`src/rtl/sd_otf_converter.sv`:
```
// On-the-fly conversion of an MSD-first signed-digit stream {-1,0,+1} into a
// two's-complement fraction of DIGITS fraction bits plus sign, via valid/ready.
module sd_otf_converter #(
  parameter int unsigned DIGITS = 20
) (
  input  logic              clk,
  input  logic              asyn_reset,
  input  logic [1:0]        digit_in,
  input  logic              data_in_vld,
  output logic              data_in_rdy,
  output logic [DIGITS:0]   data_out,
  output logic              data_out_vld,
  input  logic              data_out_rdy,
  output logic              digit_err
);

  localparam int unsigned W  = DIGITS + 1;
  localparam int unsigned CW = (DIGITS > 1) ? $clog2(DIGITS) : 1;
  localparam logic [CW-1:0] LAST = CW'(DIGITS - 1);

  localparam logic [0:0] ACCUM = 1'b0;
  localparam logic [0:0] DONE  = 1'b1;

  logic [0:0]    state;
  logic [W-1:0]  q, qm;
  logic [W-1:0]  q_nxt, qm_nxt;
  logic [CW-1:0] cnt;

  assign data_in_rdy  = (state == ACCUM);
  assign data_out_vld = (state == DONE);

  // Q holds the converted prefix, QM holds Q minus one ulp; a -1 digit borrows
  // from QM so no carry chain is ever needed. Illegal 10 falls into the 0 arm.
  always_comb begin
    q_nxt  = {q[W-2:0], 1'b0};
    qm_nxt = {qm[W-2:0], 1'b1};
    case (digit_in)
      2'b01: begin
        q_nxt  = {q[W-2:0], 1'b1};
        qm_nxt = {q[W-2:0], 1'b0};
      end
      2'b11: begin
        q_nxt  = {qm[W-2:0], 1'b1};
        qm_nxt = {qm[W-2:0], 1'b0};
      end
      default: begin
        q_nxt  = {q[W-2:0], 1'b0};
        qm_nxt = {qm[W-2:0], 1'b1};
      end
    endcase
  end

  always_ff @(posedge clk or posedge asyn_reset) begin
    if (asyn_reset) begin
      state     <= ACCUM;
      q         <= '0;
      qm        <= '1;
      cnt       <= '0;
      data_out  <= '0;
      digit_err <= 1'b0;
    end else if (state == ACCUM) begin
      if (data_in_vld) begin
        if (digit_in == 2'b10) begin
          digit_err <= 1'b1;
        end
        if (cnt == LAST) begin
          data_out <= q_nxt;
          state    <= DONE;
          q        <= '0;
          qm       <= '1;
          cnt      <= '0;
        end else begin
          q   <= q_nxt;
          qm  <= qm_nxt;
          cnt <= cnt + 1'b1;
        end
      end
    end else begin
      if (data_out_rdy) begin
        state     <= ACCUM;
        digit_err <= 1'b0;
      end
    end
  end

endmodule

```
`config.mk`:
```
export PLATFORM = sky130hd
export DESIGN_NAME = sd_otf_converter
export DESIGN_NICKNAME = d
export VERILOG_FILES = /design/src/rtl/sd_otf_converter.sv
export SDC_FILE = /design/constraint.sdc
export NUM_CORES = 1
export LEC_CHECK = 0
export ABC_AREA = 1
export CAP_MARGIN = 20
export CORE_MARGIN = 4
export CORE_UTILIZATION = 30
export CTS_CLUSTER_SIZE = 14
export DETAILED_ROUTE_END_ITERATION = 12
export GPL_TIMING_DRIVEN = 0
export PLACE_DENSITY = 0.54
export SYNTH_ARGS = -nofsm -noshare
export SYNTH_HDL_FRONTEND = slang
export SYNTH_SLANG_ARGS = --single-unit
```
`constraint.sdc`:
```
create_clock -name clk -period 3.61 [get_ports clk]
set_input_delay 0.722 -clock clk [delete_from_list [all_inputs] [get_ports clk]]
set_output_delay 0.722 -clock clk [all_outputs]
set_load 0.005 [all_outputs]
```
==> results of run 1 <==
[where the power goes]
part           switching, uW  internal, uW  total (uW)
Sequential               165          1030        1190
Combinational            370           298         667
Clock                    309           389         698
Total                    843          1710        2560
[registers in the layout, summed over array words and instances, names as in the netlist]
signal,count
data_out,21
digit_err,1
qm,20
q,20
data_out_vld,1
cnt,5
[worst max-delay path by stage]
stage	slack, ns	depth (start not counted)	from	end
after floorplan	1.21	1	asyn_reset	cnt[0]
after global placement	-0.007	2	asyn_reset	q[0]
after global routing	1.45	2	data_out_vld	data_in_rdy
final	1.51	2	data_out_vld	data_in_rdy
after CTS	1.49	2	data_out_vld	data_in_rdy
after detailed placement	1.47	7	digit_in[1]	data_out[15]
[final cells by class]
cell class	instances	area (um2)	share of cell area, %
flip-flops and latches	68	1730	43.7
plain buffers	25	154	3.90
repair buffers	28	280	7.10
clock inverters	6	88.8	2.25
multi-input cells	308	1330	33.6
clock buffers	10	128	3.23
inverters	19	76.3	1.93
well taps	136	170	4.31
[metal layers]
layer / GRT usage (%) / vias to the layer above / share of wire, %
met5: 0 / - / 0
li1: - / 1415 / -
met1: 18.3 / 1218 / 53
met2: 18.5 / 50 / 41
met3: 3.07 / 9 / 4.1
met4: 5.05 / 0 / 1.9
[logic make-up (layout without fill, tap and decap cells)]
family / count (synthesis) / in the layout / share of synthesized area [%]
AOI/OAI and AO/OA: 26 / 26 / 4.20
xor gates and xnor gates: 1 / 1 / 0.267
adders and majority gates: 1 / 1 / 0.381
buffers and inverters: 44 / 88 / 6.94
DFF: 68 / 68 / 52.7
muxes: 1 / 1 / 0.305
and+or+nand+nor: 279 / 279 / 35.3
[through the flow]
| step | setup TNS, ns | instances | instance area [um2] | hold slack, ns |
|---|---|---|---|---|
| global route | 0 | 600 | 3950 | 0.491 |
| finish | 0 | 600 | 3950 | 0.479 |
| global placement | -0.159 | 584 | 3730 | 0.463 |
| floorplan | 0 | 420 | 3280 | 0.449 |
| detailed placement | 0 | 584 | 3730 | 0.467 |
| CTS | 0 | 600 | 3950 | 0.487 |
[worst register-to-register path, cell delays in order, from the launching register on]
cell     delay [ns]
dfrtp_1        0.42
ha_1           0.23
nand2_1        0.06
inv_1          0.08
a21oi_2        0.14
buf_2          0.25
nand2_1        0.08
nand2_1        0.06
[placed cells by master, fill, tap and decap left out]
master and n:
bufinv_16 2, clkinv_2 1, clkbuf_8 9, clkbuf_1 4, ha_1 1, dfstp_2 20, a21oi_1 1, nor2_4 1
nand4_1 1, clkinvlp_4 2, o31ai_1 1, dfrtp_1 48, nand2_1 152, inv_2 2, nor2_1 62, buf_4 3
clkinv_4 1, a21oi_2 1, nand2_2 1, inv_4 2, o22ai_1 1, mux2i_1 1, buf_2 14, o21ai_1 13
o21ai_0 9, xor2_1 1, clkbuf_2 1, inv_1 15, nand2_4 1, buf_6 4, nand3_1 60, clkdlybuf4s50_1 28
nand3_4 1
==> impl_metrics.toml, run 1 <==
[outcome]
status = "finished, final reports clean"

[logic_synthesis]
syn_nets = 427
yosys_warnings = 0
syn-cell-area_um2 = 3280
synth_top_cell_area_share_pct = 36.6
synth_cell_types = 27
ys_ff_latch = 68
synth_edf_count = 0
ys.flop_type = "dfrtp_1"
synth_common_cells = "nand2_1, nor2_1, nand3_1"
async_reset_ff_share_pct = 100
yosysTopAreaCell = "dfrtp_1"
synth.most_common_cell = "nand2_1"
ys_seq_area_share_pct = 52.7
synth_area_per_cell_um2 = 7.81
postSynthCellCount = 420
synthTopCellsByArea = "dfrtp_1, nand2_1, dfstp_2"

[setup_path]
ff2ff_setup_slack_ns = 2.23
worstSetupPathType = "reg2out"
cp_num_buf_inv = 2
reg2reg_to = "q[3]"
cpMaxStageDelayCell = "clkdlybuf4s50_1"
max_stage_delay_ns = 0.51
cp_data_required_time_ns = 2.89
critPathCaptureType = "output port"
start_kind = "flop"
worstPathCellList = "inv_2 -> clkdlybuf4s50_1"
worstPathArrival_ns = 1.38
rr_startpoint = "cnt[0]"
crit_fanout = 4
worst_r2r_path_depth = 7
path_delay_family = "buffers and inverters"

[floorplanning]
fp-row-count = 37
die-area_um2 = 12700
ios = 30
die_x_um = 113
dieHeight_um = 113
initial_core_util_pct = 31.3
core_um2 = 10500

[clocking]
cts_hold_buf = 0
clkLatencyLatePin_ns = 0.36
cts_buffers = 9
cts_sinks = 68
cts_setup_buffers = 0
clockRootBuffer = "clkbuf_8"
cts_resized = 0
clk_pin_slew_ns = 0.08
htree_levels = 3
cts_tree = "yes"
cts_buffer_depth = 2

[detailed_routing]
firstDrtPassIters = 4
post_drt_wl_per_cell_um = 12.7
drt_wl_total_um = 7610
drc = 0
vias = 2692
routed_via_density = 4.49
drtIter0Drc = 271
ant_nets = 0

[grt]
track_usage_pct = 12.8
grt_max_degree = 69
grt_pass1_vias = 2574
antenna_found_initial = 0
grt_pass1_wl_um = 13000
grt_overflow_total = 0

[finish]
syn2layout_area_growth_pct = 20.4
final_util_pct = 37.7
drive_gt1_share_pct = 14.2
antenna_cells = 0
fin_nets = 466
num-fill-cells = 1072

[sta]
fin_crit_ns = 2.10
rsz0062_at_grt = "no"
fmax_ghz = 0.476
worst_slack_ns = 1.51
hold_viol = 0
report.final.slew_viol_count = 0
setup_viol = 0
worst_slew_pin_slew_ns = 0.820
timing.clock.skew_ns = 0.0101
fin_crit_sh_pct = 58.2
slew_headroom_pct = 45.3

[place]
dp_slack_ns = 1.47
gp_congestion = 0.782
io_buffers = 28
dp_hpwl_um = 5600

[power_and_ir_drop]
leakagePower_uw = 0.00194
powerDensity_nw_per_um2 = 647
ir_drop_mv = 0.221
finalPower_uw = 2560

[worst_hold_path]
min_path_cells = 2
min-delay-start = "data_out[19]"
min_to = "data_out[19]"
min_path_type = "reg2reg"

[flow_run]
maxCapViolCount = 0
(Power assumes the default switching activity.)
==> run 2: changes to the inputs <==
Clock period 3.61 ns to 2.1 ns, I/O delays scaled along.
==> results of run 2 <==
Same layout as run 1 (identical final DEF). Status: finished, final reports clean.
Among the figures that moved: setup slack after placement 1.47 ns -> 0.262 ns; setup slack after layout 1.51 ns -> 0.300 ns; register-to-register setup slack 2.23 ns -> 0.72 ns; total power 2560 uW -> 4390 uW; worst IR drop on VDD 0.221 mV -> 0.380 mV
==> run 3: changes to the inputs <==
--- a/constraint.sdc
+++ b/constraint.sdc
@@ -3,2 +3,2 @@
 set_output_delay 0.42 -clock clk [all_outputs]
-set_load 0.005 [all_outputs]
+set_load 0.1 [all_outputs]
==> run 3 against run 2 <==
Compared with the run above: count of clock-buffer cells in the layout stayed put; die area is the same; via count grew 0.19%; sequential share of layout area increased by 0.31 points; critical path depth decreased by 1; global-route usage is the same; clock skew barely moved; fmax down 12%; combinational power up 50%; critical endpoint is now data_out_vld; highest routed layer unchanged.
==> impl_metrics.toml, run 3 (synthesis gave the netlist of run 1 again) <==
[outcome]
status = "finished, final reports clean"

[finish]
multi_input_area_um2 = 1330
drive_gt1_share_pct = 14.4
syn2layout_area_growth_pct = 19.6
largest_reg_flops = 21
top_register = "data_out"
num-fill-cells = 1088
layout_common_cells = "nand2_1, nor2_1, nand3_1"
antenna_cells = 0
fin_nets = 466
mostFrequentLayoutCell = "nand2_1"
regArea_um2 = 1730
top_regs = "data_out: 21 flops, q: 20 flops, qm: 20 flops"

[detailed_routing]
vias = 2697
ant_nets = 0
drt_wl_total_um = 7580
topRoutingLayerUsed = "met4"
drtIter0Drc = 255
dr_wl_met2_um = 3100
post_drt_wl_per_cell_um = 12.6
drc = 0
routed_via_density = 4.50
wl_met3_um = 306
met1Wirelength_um = 4040
firstDrtPassIters = 4

[sta]
setup_viol = 0
hold_viol = 0
fin_crit_sh_pct = 96.9
timing.clock.skew_ns = 0.0104
rsz0062_at_grt = "no"
fmax_ghz = 0.492
report.final.slew_viol_count = 0
slew_headroom_pct = 35.7
worst_slack_ns = 0.0660
worst_slew_pin_slew_ns = 0.968
fin_crit_ns = 2.03

[worst_hold_path]
min_path_type = "reg2reg"
min_path_cells = 2
min_to = "data_out[19]"
min-delay-start = "data_out[19]"

[clocking]
cts_resized = 26
clk_pin_slew_ns = 0.08
clkLatencyLatePin_ns = 0.36
cts_setup_buffers = 0
cts_tree = "yes"
clockRootBuffer = "clkbuf_8"
cts_sinks = 68
cts_buffer_depth = 2
cts_hold_buf = 0
htree_levels = 3
cts_buffers = 9

[flow_run]
maxCapViolCount = 0

[setup_path]
worst_r2r_path_depth = 7
crit_fanout = 3
start_kind = "flop"
cp_data_required_time_ns = 1.68
cpMaxStageDelayCell = "dlygate4sd2_1"
reg2reg_to = "q[3]"
path_delay_family = "buffers and inverters"
worstPathCellList = "dlygate4sd2_1"
critPathCaptureType = "output port"
worstSetupPathType = "reg2out"
cp_num_buf_inv = 1
max_stage_delay_ns = 0.87
ff2ff_setup_slack_ns = 0.72
worstPathArrival_ns = 1.61
rr_startpoint = "cnt[0]"

[power_and_ir_drop]
ir_drop_mv = 0.755
power.internal_uw = 2880
p_switching_uw = 2090
finalPower_uw = 4970
power_frac_clock_pct = 24.2
combPwrFrac_pct = 34.7
powerDensity_nw_per_um2 = 1270
p_seq_share_pct = 41.1
swShare_pct = 42.0
leakagePower_uw = 0.00203

[floorplanning]
initial_core_util_pct = 31.3
die_x_um = 113
ios = 30
dieHeight_um = 113
die-area_um2 = 12700
core_um2 = 10500
fp-row-count = 37

[grt]
grt_overflow_total = 0
grt_max_degree = 69
track_usage_pct = 12.8
grt_pass1_wl_um = 13000
antenna_found_initial = 0
grt_pass1_vias = 2573

[place]
dp_slack_ns = 0.0534
io_buffers = 28
gp_congestion = 0.782
dp_hpwl_um = 5600
-- run 3: worst max-delay path by stage --
stage | cells past startpoint | from | endpoint | slack (ns)
after floorplan | 6 | data_out_vld | data_out_vld | -0.08
after global placement | 2 | asyn_reset | q[0] | -1.21
after detailed placement | 2 | data_out_vld | data_in_rdy | 0.05
after CTS | 1 | data_out_vld | data_out_vld | 0.04
after global routing | 1 | data_out_vld | data_out_vld | 0.02
final | 1 | data_out_vld | data_out_vld | 0.07
-- run 3: routing by layer --
layer | track usage, % | vias to the layer above
li1 | - | 1416
met1 | 18.3 | 1217
met2 | 18.5 | 52
met3 | 3.02 | 12
met4 | 5.05 | 0
met5 | 0 | -
-- run 3: area by class of cell --
class / count / area share, %
tap: 136 / 4.34
clock inverter: 6 / 2.27
clock buffer: 10 / 3.25
buffer: 25 / 3.92
timing repair buffer: 28 / 6.45
multi-input combinational: 308 / 33.8
sequential: 68 / 44.0
inverter: 19 / 1.95
-- run 3: through the flow --
step / utilization [%] / TNS, ns / instances / instance area [um2] / hold WS [ns]
floorplan: - / -1.25 / 420 / 3280 / 0.449
global placement: 35.6 / -69.55 / 584 / 3730 / 0.463
detailed placement: 35.7 / 0 / 584 / 3730 / 0.467
CTS: 37.5 / 0 / 600 / 3920 / 0.482
global route: 37.5 / 0 / 600 / 3920 / 0.486
finish: 37.5 / 0 / 600 / 3920 / 0.474
-- run 3: power by group through the flow --
stage / clock [uW] / combinational [uW] / sequential, uW
3_5_place_dp: 0 / 1800 / 2060
6_report: 1200 / 1720 / 2040
3_3_place_gp: 0 / 1780 / 2060
4_1_cts: 1230 / 1740 / 2040
2_1_floorplan: 0 / 795 / 2610
5_1_grt: 1280 / 1900 / 2090
